===== config.mk =====
export PLATFORM = sky130hd
export DESIGN_NAME = cci_mpf_prim_lfsr_check
export DESIGN_NICKNAME = d
export VERILOG_FILES = /design/src/rtl/cci_mpf_prim_lfsr_check.sv
export SDC_FILE = /design/constraint.sdc
export NUM_CORES = 1
export LEC_CHECK = 0
export CAP_MARGIN = 20
export CORE_ASPECT_RATIO = 2
export CORE_MARGIN = 1
export CORE_UTILIZATION = 30
export DETAILED_ROUTE_END_ITERATION = 8
export RECOVER_POWER = 25
export SYNTH_ARGS = -nofsm -noshare
export SYNTH_HDL_FRONTEND = slang
export SYNTH_SLANG_ARGS = --single-unit

===== constraint.sdc =====
create_clock -name clk -period 3.2 [get_ports clk]
set_input_delay 0.64 -clock clk [delete_from_list [all_inputs] [get_ports clk]]
set_output_delay 0.64 -clock clk [all_outputs]
set_load 0.02 [all_outputs]

===== src/rtl/cci_mpf_prim_lfsr_check.sv =====
// Receive-side checker for the MPF LFSR pattern generators: self-synchronizes to the
// incoming sequence, then flags mismatches, counts errors/checked beats and detects loss of lock.
module cci_mpf_prim_lfsr_check #(
  parameter int WIDTH          = 32,
  parameter int LOCK_COUNT     = 8,
  parameter int LOSS_THRESHOLD = 4,
  parameter int COUNT_WIDTH    = 32
) (
  input  logic                   clk,
  input  logic                   reset_n,
  input  logic                   clear,
  input  logic                   in_valid,
  input  logic [WIDTH-1:0]       in_data,
  output logic                   locked,
  output logic                   err,
  output logic                   lock_lost,
  output logic [COUNT_WIDTH-1:0] err_count,
  output logic [COUNT_WIDTH-1:0] chk_count
);

  generate
    if (!(WIDTH == 12 || WIDTH == 32)) begin : g_bad_width
      $error("cci_mpf_prim_lfsr_check: WIDTH must be 12 or 32");
    end
    if (LOCK_COUNT < 1 || LOSS_THRESHOLD < 1) begin : g_bad_thresh
      $error("cci_mpf_prim_lfsr_check: LOCK_COUNT and LOSS_THRESHOLD must be >= 1");
    end
  endgenerate

  localparam int MW = $clog2(LOCK_COUNT + 1);
  localparam int SW = $clog2(LOSS_THRESHOLD + 1);

  // Feedback taps: bits that receive v[0] XORed on top of the plain right shift.
  localparam logic [WIDTH-1:0] TAPS = (WIDTH == 12) ? WIDTH'(12'h029) : WIDTH'(32'h0000_0057);

  typedef enum logic [1:0] {
    SEARCH,
    VERIFY,
    LOCKED
  } state_t;

  function automatic logic [WIDTH-1:0] lfsr_next(input logic [WIDTH-1:0] v);
    return {v[0], v[WIDTH-1:1]} ^ (v[0] ? TAPS : '0);
  endfunction

  state_t           state, state_n;
  logic [WIDTH-1:0] expected, expected_n;
  logic [MW-1:0]    match_cnt, match_n;
  logic [SW-1:0]    miss_cnt, miss_n;
  logic             err_n, lost_n, err_inc, chk_inc;
  logic             hit, nonzero;

  assign hit     = (in_data == expected);
  assign nonzero = |in_data;

  always_comb begin
    state_n    = state;
    expected_n = expected;
    match_n    = match_cnt;
    miss_n     = miss_cnt;
    err_n      = 1'b0;
    lost_n     = 1'b0;
    err_inc    = 1'b0;
    chk_inc    = 1'b0;
    if (in_valid) begin
      case (state)
        SEARCH: begin
          if (nonzero) begin
            expected_n = lfsr_next(in_data);
            match_n    = '0;
            state_n    = VERIFY;
          end
        end
        VERIFY: begin
          if (hit) begin
            expected_n = lfsr_next(in_data);
            match_n    = match_cnt + MW'(1);
            if (match_cnt == MW'(LOCK_COUNT - 1)) begin
              state_n = LOCKED;
              miss_n  = '0;
            end
          end else if (nonzero) begin
            expected_n = lfsr_next(in_data);
            match_n    = '0;
          end else begin
            state_n = SEARCH;
          end
        end
        LOCKED: begin
          // Flywheel: once locked, the received data never reseeds the expectation.
          expected_n = lfsr_next(expected);
          chk_inc    = 1'b1;
          if (hit) begin
            miss_n = '0;
          end else begin
            err_n   = 1'b1;
            err_inc = 1'b1;
            miss_n  = miss_cnt + SW'(1);
            if (miss_cnt == SW'(LOSS_THRESHOLD - 1)) begin
              lost_n  = 1'b1;
              state_n = SEARCH;
            end
          end
        end
        default: state_n = SEARCH;
      endcase
    end
  end

  always_ff @(posedge clk) begin
    if (!reset_n) begin
      state     <= SEARCH;
      expected  <= '0;
      match_cnt <= '0;
      miss_cnt  <= '0;
      locked    <= 1'b0;
      err       <= 1'b0;
      lock_lost <= 1'b0;
    end else begin
      state     <= state_n;
      expected  <= expected_n;
      match_cnt <= match_n;
      miss_cnt  <= miss_n;
      locked    <= (state_n == LOCKED);
      err       <= err_n;
      lock_lost <= lost_n;
    end
  end

  // Saturating counters; a clear coinciding with an increment loads one.
  always_ff @(posedge clk) begin
    if (!reset_n) begin
      err_count <= '0;
      chk_count <= '0;
    end else begin
      if (clear)
        err_count <= err_inc ? COUNT_WIDTH'(1) : '0;
      else if (err_inc && !(&err_count))
        err_count <= err_count + COUNT_WIDTH'(1);

      if (clear)
        chk_count <= chk_inc ? COUNT_WIDTH'(1) : '0;
      else if (chk_inc && !(&chk_count))
        chk_count <= chk_count + COUNT_WIDTH'(1);
    end
  end

endmodule


==> impl_metrics.env, run 1 <==
export IMPL_status="complete, no violations"
export IMPL_syn_inst=742
export IMPL_drt_initial_drc_count=199
export IMPL_worst_endpoint_arrival_ns=3.22
export IMPL_min_period_over_period=0.9320
export IMPL_clk_root_buffer_cell="clkbuf_16"
export IMPL_slew_headroom=0.5216
export IMPL_synth_async_reset_ratio=0
export IMPL_synth_top_cells_by_area="dfxtp_1, xor2_1, nand2_1"
export IMPL_unrepaired_setup_endpoints_after_global_routing="no"
export IMPL_hold_buffers=0
export IMPL_cts_max_path_buffers=2
export IMPL_most_frequent_cell_after_synthesis="dfxtp_1"
export IMPL_number_of_enable_type_register_cells_in_the_synthesized_netlist=0
export IMPL_timing_worst_slew_pin_value_ns=0.7110
export IMPL_antenna_found_initial=0
export IMPL_drv_cap=0
export IMPL_average_cell_area_after_synthesis_sq_um=8.065
export IMPL_grt_overflow=0
export IMPL_critPathCaptureType="flip-flop"
export IMPL_tritoncts_num_sinks=108
export IMPL_route_vias_total=5854
export IMPL_dieHeight_um=201.7
export IMPL_worst_ep_required_time_ns=3.44
export IMPL_numCtsBuffers=9
export IMPL_max_clock_freq_ghz=0.3353
export IMPL_start_kind="primary input"
export IMPL_timing_setup_tns_ns=0
export IMPL_antenna_diode_count=0
export IMPL_layoutNonFillerInstCount=1110
export IMPL_die_area_sq_um=20550
export IMPL_multi_input_gate_area_in_the_final_layout_sq_um=3600
export IMPL_post_cts_buffers=0
export IMPL_synth_lib_cells_used_distinct=57
export IMPL_detail_route_vias_per_cell=5.274
export IMPL_top_cell_type_s_share_of_synthesized_area=0.3613
export IMPL_first_global_vias=5589
export IMPL_ant_nets=0
export IMPL_final_setup_viol_count=0
export IMPL_clock_latency_ns=0.36
export IMPL_grt_pass1_wl_um=28500
export IMPL_post_synth_top_area_cell="dfxtp_1"
export IMPL_yosysSeqAreaShare=0.3613
export IMPL_half_perimeter_wire_length_of_the_detailed_placement_result_um=13670
export IMPL_hold_viol=0
export IMPL_drt_wirelength_per_cell_um=16.30
export IMPL_timing_worst_setup_path_type="primary input to flip-flop"
export IMPL_maximum_fanout_along_the_worst_path=4
export IMPL_deepest_level_of_the_cts_h_tree=3
export IMPL_dominantRegCellSynth="dfxtp_1"
export IMPL_clk_pin_slew_worst_paths_ns=0.08
export IMPL_post_cts_resize_count=0
export IMPL_detailedRoute_firstPassIterationCount=4
export IMPL_dp_cells=1094
export IMPL_design_power_total_mw=2.918
export IMPL_p_per_area_nw_per_um2=377.6
export IMPL_synth_common_cells="dfxtp_1, nand2_1, xor2_1, a21oi_1, o21ai_0"
export IMPL_maxSlewViolCount=0
export IMPL_final_layout_size_suffix_gt1_frac=0.07168
export IMPL_num_nets_final=892
export IMPL_fillCellCount=2055
export IMPL_fp_coreArea_sq_um=19460
export IMPL_initial_core_util=0.3075
export IMPL_aggregate_routed_wire_length_um=18100
export IMPL_placementRows=72
export IMPL_worst_hold_slack_ns=0.4889
export IMPL_ioPinCount=103
export IMPL_hp_class="flip-flop to flip-flop"
export IMPL_synth_ff_latch_count=108
export IMPL_cts_tree="built"
export IMPL_drt_drc_violations_left=0
export IMPL_finalWorstPathRequiredPeriod_ns=2.982
export IMPL_ir_drop_uv=200.5
export IMPL_power_leakage_nw=2.733
export IMPL_post_synth_instance_area_sq_um=5984
export IMPL_portBuffers=102
export IMPL_grt_max_degree=37
export IMPL_seq_area_sq_um=2162
export IMPL_syn2layout_area_growth_pct=29.12
export IMPL_final_setup_skew_ns=0.01721
export IMPL_mappedNetlistNets=788
export IMPL_die_width_um=101.9
export IMPL_ys_warnings_count=0
export IMPL_routabilityCongestion=0.8637
export IMPL_globalRouteTotalUtil=0.1785
==> cell families (layout without fill, tap and decap cells) <==
logic type                 after synthesis  in the layout  share of synthesized area
AOI/OAI and AO/OA                      178            178                     0.1871
xor gates and xnor gates                72             72                     0.1054
adders and majority gates               10             10                    0.02091
buffers and inverters                   52            161                    0.03910
DFF                                    108            108                     0.3613
muxes                                   10             10                    0.01714
and+or+nand+nor                        312            312                     0.2691
==> state kept, by name, indices dropped and copies added (netlist names) <==
signal     flops
chk_count     32
err            1
err_count     32
expected      32
lock_lost      1
locked         1
match_cnt      4
miss_cnt       3
state          2
==> layout make-up <==
type / count / area share
Inverter: 14 / 0.006801
Timing Repair Buffer: 131 / 0.1647
Sequential cell: 108 / 0.2798
Clock inverter: 7 / 0.01182
Multi-Input combinational cell: 582 / 0.4658
Clock buffer: 9 / 0.02915
Tap cell: 259 / 0.04194
==> path summary, 6_finish.rpt <==
check / from / end / slack, ns / cells after the start
setup reg to reg: err_count[13] / err_count[29] / 0.62 / 7
hold reg to reg: miss_cnt[1] / miss_cnt[1] / 0.49 / 2
setup / recovery: in_data[20] / locked / 0.22 / 7
hold / removal: miss_cnt[1] / miss_cnt[1] / 0.49 / 2
==> through the flow <==
stage / setup slack, ns / utilization / area, sq um
detailed placement: -0.1019 / 0.3810 / 7415
finish: 0.2175 / 0.3971 / 7727
global route: 0.02807 / 0.3971 / 7727
global placement: -0.08012 / 0.3810 / 7415
floorplan: 0.6055 / - / 5984
CTS: 0.2662 / 0.3973 / 7731
==> worst max-delay path: stages <==
cell and delay (ns):
clkdlybuf4s50_1 0.51, nor4_1 0.55, nand4_1 0.40, o21ai_0 0.34
mux2i_1 0.12, o311ai_1 0.30, nor4b_1 0.36
==> power breakdown <==
group	leakage (nW)	total, mW	switching, mW	internal, mW
Combinational	1.71	0.301	0.169	0.132
Sequential	0.876	1.41	0.0402	1.37
Clock	0.151	1.20	0.576	0.628
==> per-layer routing <==
metal  wire, um  global-route usage
met5          0                   0
met4        838              0.1107
met3        521             0.02292
met2      10040              0.3325
met1       6701              0.1811
==> placed cells by master, fill, tap and decap left out, types with 10 or more instances in the layout <==
cell / n
or3_1: 27
a21oi_1: 58
ha_1: 10
xor2_1: 63
nand3_1: 34
nand4_1: 21
nand2_1: 97
nor4_1: 18
inv_1: 13
nor3_1: 12
o21ai_0: 57
a221o_1: 26
dlygate4sd3_1: 42
buf_4: 25
and3_1: 12
dfxtp_1: 108
nor2_1: 50
clkdlybuf4s50_1: 60
Power figures use the tool's default switching activity.
==> inputs of run 2 (changes only) <==
- CAP_MARGIN: 20 -> 0
- SLEW_MARGIN: unset -> 20
==> results of run 2 <==
The final DEF is identical to that of run 1; final timing and power are the same.
==> inputs of run 3 (changes only) <==
- CAP_MARGIN: 0 -> 25
- CELL_PAD_IN_SITES_DETAIL_PLACEMENT: unset -> 1
- CELL_PAD_IN_SITES_GLOBAL_PLACEMENT: unset -> 2
- CORE_UTILIZATION: 30 -> 31
- PLACE_DENSITY_LB_ADDON: unset -> 0.1
==> impl_metrics.env, run 3 (same netlist as run 1, synthesis figures left out) <==
export IMPL_status="complete, no violations"
export IMPL_layout_cell_area_non_filler_sq_um=7777
export IMPL_first_global_vias=6429
export IMPL_aggregate_routed_wire_length_um=20110
export IMPL_unrepaired_setup_endpoints_after_global_routing="no"
export IMPL_cts_tree="built"
export IMPL_ioPinCount=103
export IMPL_tritoncts_num_sinks=108
export IMPL_cts_max_path_buffers=2
export IMPL_critPathCaptureType="flip-flop"
export IMPL_drt_wirelength_per_cell_um=18.00
export IMPL_dieHeight_um=198.5
export IMPL_num_nets_final=903
export IMPL_p_per_area_nw_per_um2=374.4
export IMPL_routabilityCongestion=0.8487
export IMPL_destination_of_the_critical_timing_path="locked"
export IMPL_min_period_over_period=0.8699
export IMPL_maxSlewViolCount=0
export IMPL_fp_coreArea_sq_um=18830
export IMPL_detailedRoute_firstPassIterationCount=4
export IMPL_maximum_fanout_along_the_worst_path=5
export IMPL_worst_endpoint_arrival_ns=3.04
export IMPL_start_kind="primary input"
export IMPL_drt_drc_violations_left=0
export IMPL_hp_class="flip-flop to flip-flop"
export IMPL_drv_cap=0
export IMPL_detail_route_vias_per_cell=5.434
export IMPL_largest_registers="chk_count: 32 flops, err_count: 32 flops, expected: 32 flops"
export IMPL_max_clock_freq_ghz=0.3592
export IMPL_timing_worst_slew_pin_value_ns=0.8627
export IMPL_worst_hold_slack_ns=0.4758
export IMPL_r2r_slack_ns=0.54
export IMPL_antenna_found_initial=0
export IMPL_clock_latency_ns=0.36
export IMPL_grt_pass1_wl_um=32850
export IMPL_worst_ep_required_time_ns=3.45
export IMPL_globalRouteTotalUtil=0.2122
export IMPL_grt_max_degree=37
export IMPL_slew_headroom=0.4196
export IMPL_final_layout_size_suffix_gt1_frac=0.08005
export IMPL_postLayoutCoreUtil=0.4130
export IMPL_hold_buffers=0
export IMPL_postPlaceCellArea_sq_um=7483
export IMPL_route_vias_total=6070
export IMPL_numCtsBuffers=9
export IMPL_syn2layout_area_growth_pct=29.96
export IMPL_reg2reg_depth=7
export IMPL_ir_drop_uv=210.7
export IMPL_die_area_sq_um=19900
export IMPL_hold_viol=0
export IMPL_finalWorstPathRequiredPeriod_ns=2.784
export IMPL_post_cts_resize_count=0
export IMPL_antenna_diode_count=0
export IMPL_die_width_um=100.2
export IMPL_power_leakage_nw=2.765
export IMPL_clk_pin_slew_worst_paths_ns=0.07
export IMPL_clk_root_buffer_cell="clkbuf_16"
export IMPL_worstSetupStartpoint="in_data[18]"
export IMPL_ant_nets=0
export IMPL_grt_overflow=0
export IMPL_post_cts_buffers=0
export IMPL_half_perimeter_wire_length_of_the_detailed_placement_result_um=15420
export IMPL_final_setup_skew_ns=0.007376
export IMPL_placementRows=71
export IMPL_timing_worst_setup_path_type="primary input to flip-flop"
export IMPL_final_setup_viol_count=0
export IMPL_drt_initial_drc_count=107
export IMPL_mostFrequentLayoutCells="dfxtp_1, nand2_1, xor2_1"
export IMPL_portBuffers=102
export IMPL_initial_core_util=0.3178
export IMPL_deepest_level_of_the_cts_h_tree=3
export IMPL_layout_commonest_cell="dfxtp_1"
export IMPL_r2r_end="err_count[29]"
export IMPL_timing_rr_start="err_count[13]"
run 3: cell types whose count changed in the layout (fill, tap and decap cells not counted), sizes merged:
cell           change
clkbuf             +3
clkdlybuf4s50      +1
buf               +11
inv                -3
dlygate4sd3        -1
run 3: power by group:
part | internal [mW] | leakage [nW] | switching, mW | total, mW
logic | 0.139 | 1.74 | 0.183 | 0.322
registers | 1.37 | 0.876 | 0.0380 | 1.41
clock network | 0.649 | 0.149 | 0.531 | 1.18
run 3: critical path, cell delays in order:
cell             delay (ns)
clkdlybuf4s50_1        0.47
xor2_1                 0.17
nor4_1                 0.39
buf_4                  0.18
nand4_2                0.18
nor2_2                 0.30
mux2i_1                0.12
o311ai_1               0.28
nor4b_1                0.30
run 3: worst min path at each step:
| stage | depth (start not counted) | endpoint | slack [ns] | startpoint |
|---|---|---|---|---|
| detailed placement | 2 | miss_cnt[1] | 0.47 | miss_cnt[1] |
| global placement | 2 | miss_cnt[1] | 0.45 | miss_cnt[1] |
| global route | 2 | miss_cnt[1] | 0.52 | miss_cnt[1] |
| finish | 2 | miss_cnt[1] | 0.48 | miss_cnt[1] |
| CTS | 2 | miss_cnt[1] | 0.48 | miss_cnt[1] |
| floorplan | 2 | miss_cnt[1] | 0.44 | miss_cnt[1] |
run 3: cell type report:
| class | count | area, sq um |
|---|---|---|
| clock buffer | 12 | 256.5 |
| clock inverter | 4 | 47.55 |
| fill | 2301 | 11060 |
| inverter | 14 | 52.55 |
| multi-input combinational | 582 | 3585 |
| sequential | 108 | 2162 |
| tap | 255 | 319.1 |
| timing repair buffer | 142 | 1355 |
run 3: layer usage:
| metal | vias to the layer above | global-route usage | routed length, um | share of wire |
|---|---|---|---|---|
| li1 | 2922 | - | - | - |
| met1 | 2997 | 0.2051 | 7330 | 0.36 |
| met2 | 117 | 0.4247 | 11500 | 0.57 |
| met3 | 34 | 0.03197 | 486 | 0.024 |
| met4 | 0 | 0.09877 | 785 | 0.039 |
| met5 | - | 0 | 0 | 0 |
run 3: metrics by stage:
step | cells | setup WS (ns) | TNS, ns | power, mW
6_report | 1117 | 0.4163 | 0 | 2.912
5_1_grt | 1117 | 0.1098 | 0 | 3.039
4_1_cts | 1117 | 0.3711 | 0 | 2.952
3_5_place_dp | 1101 | -0.007360 | -0.007360 | 1.765
3_3_place_gp | 1101 | 0.09548 | 0 | 1.756
2_1_floorplan | 742 | 0.6055 | 0 | 1.598
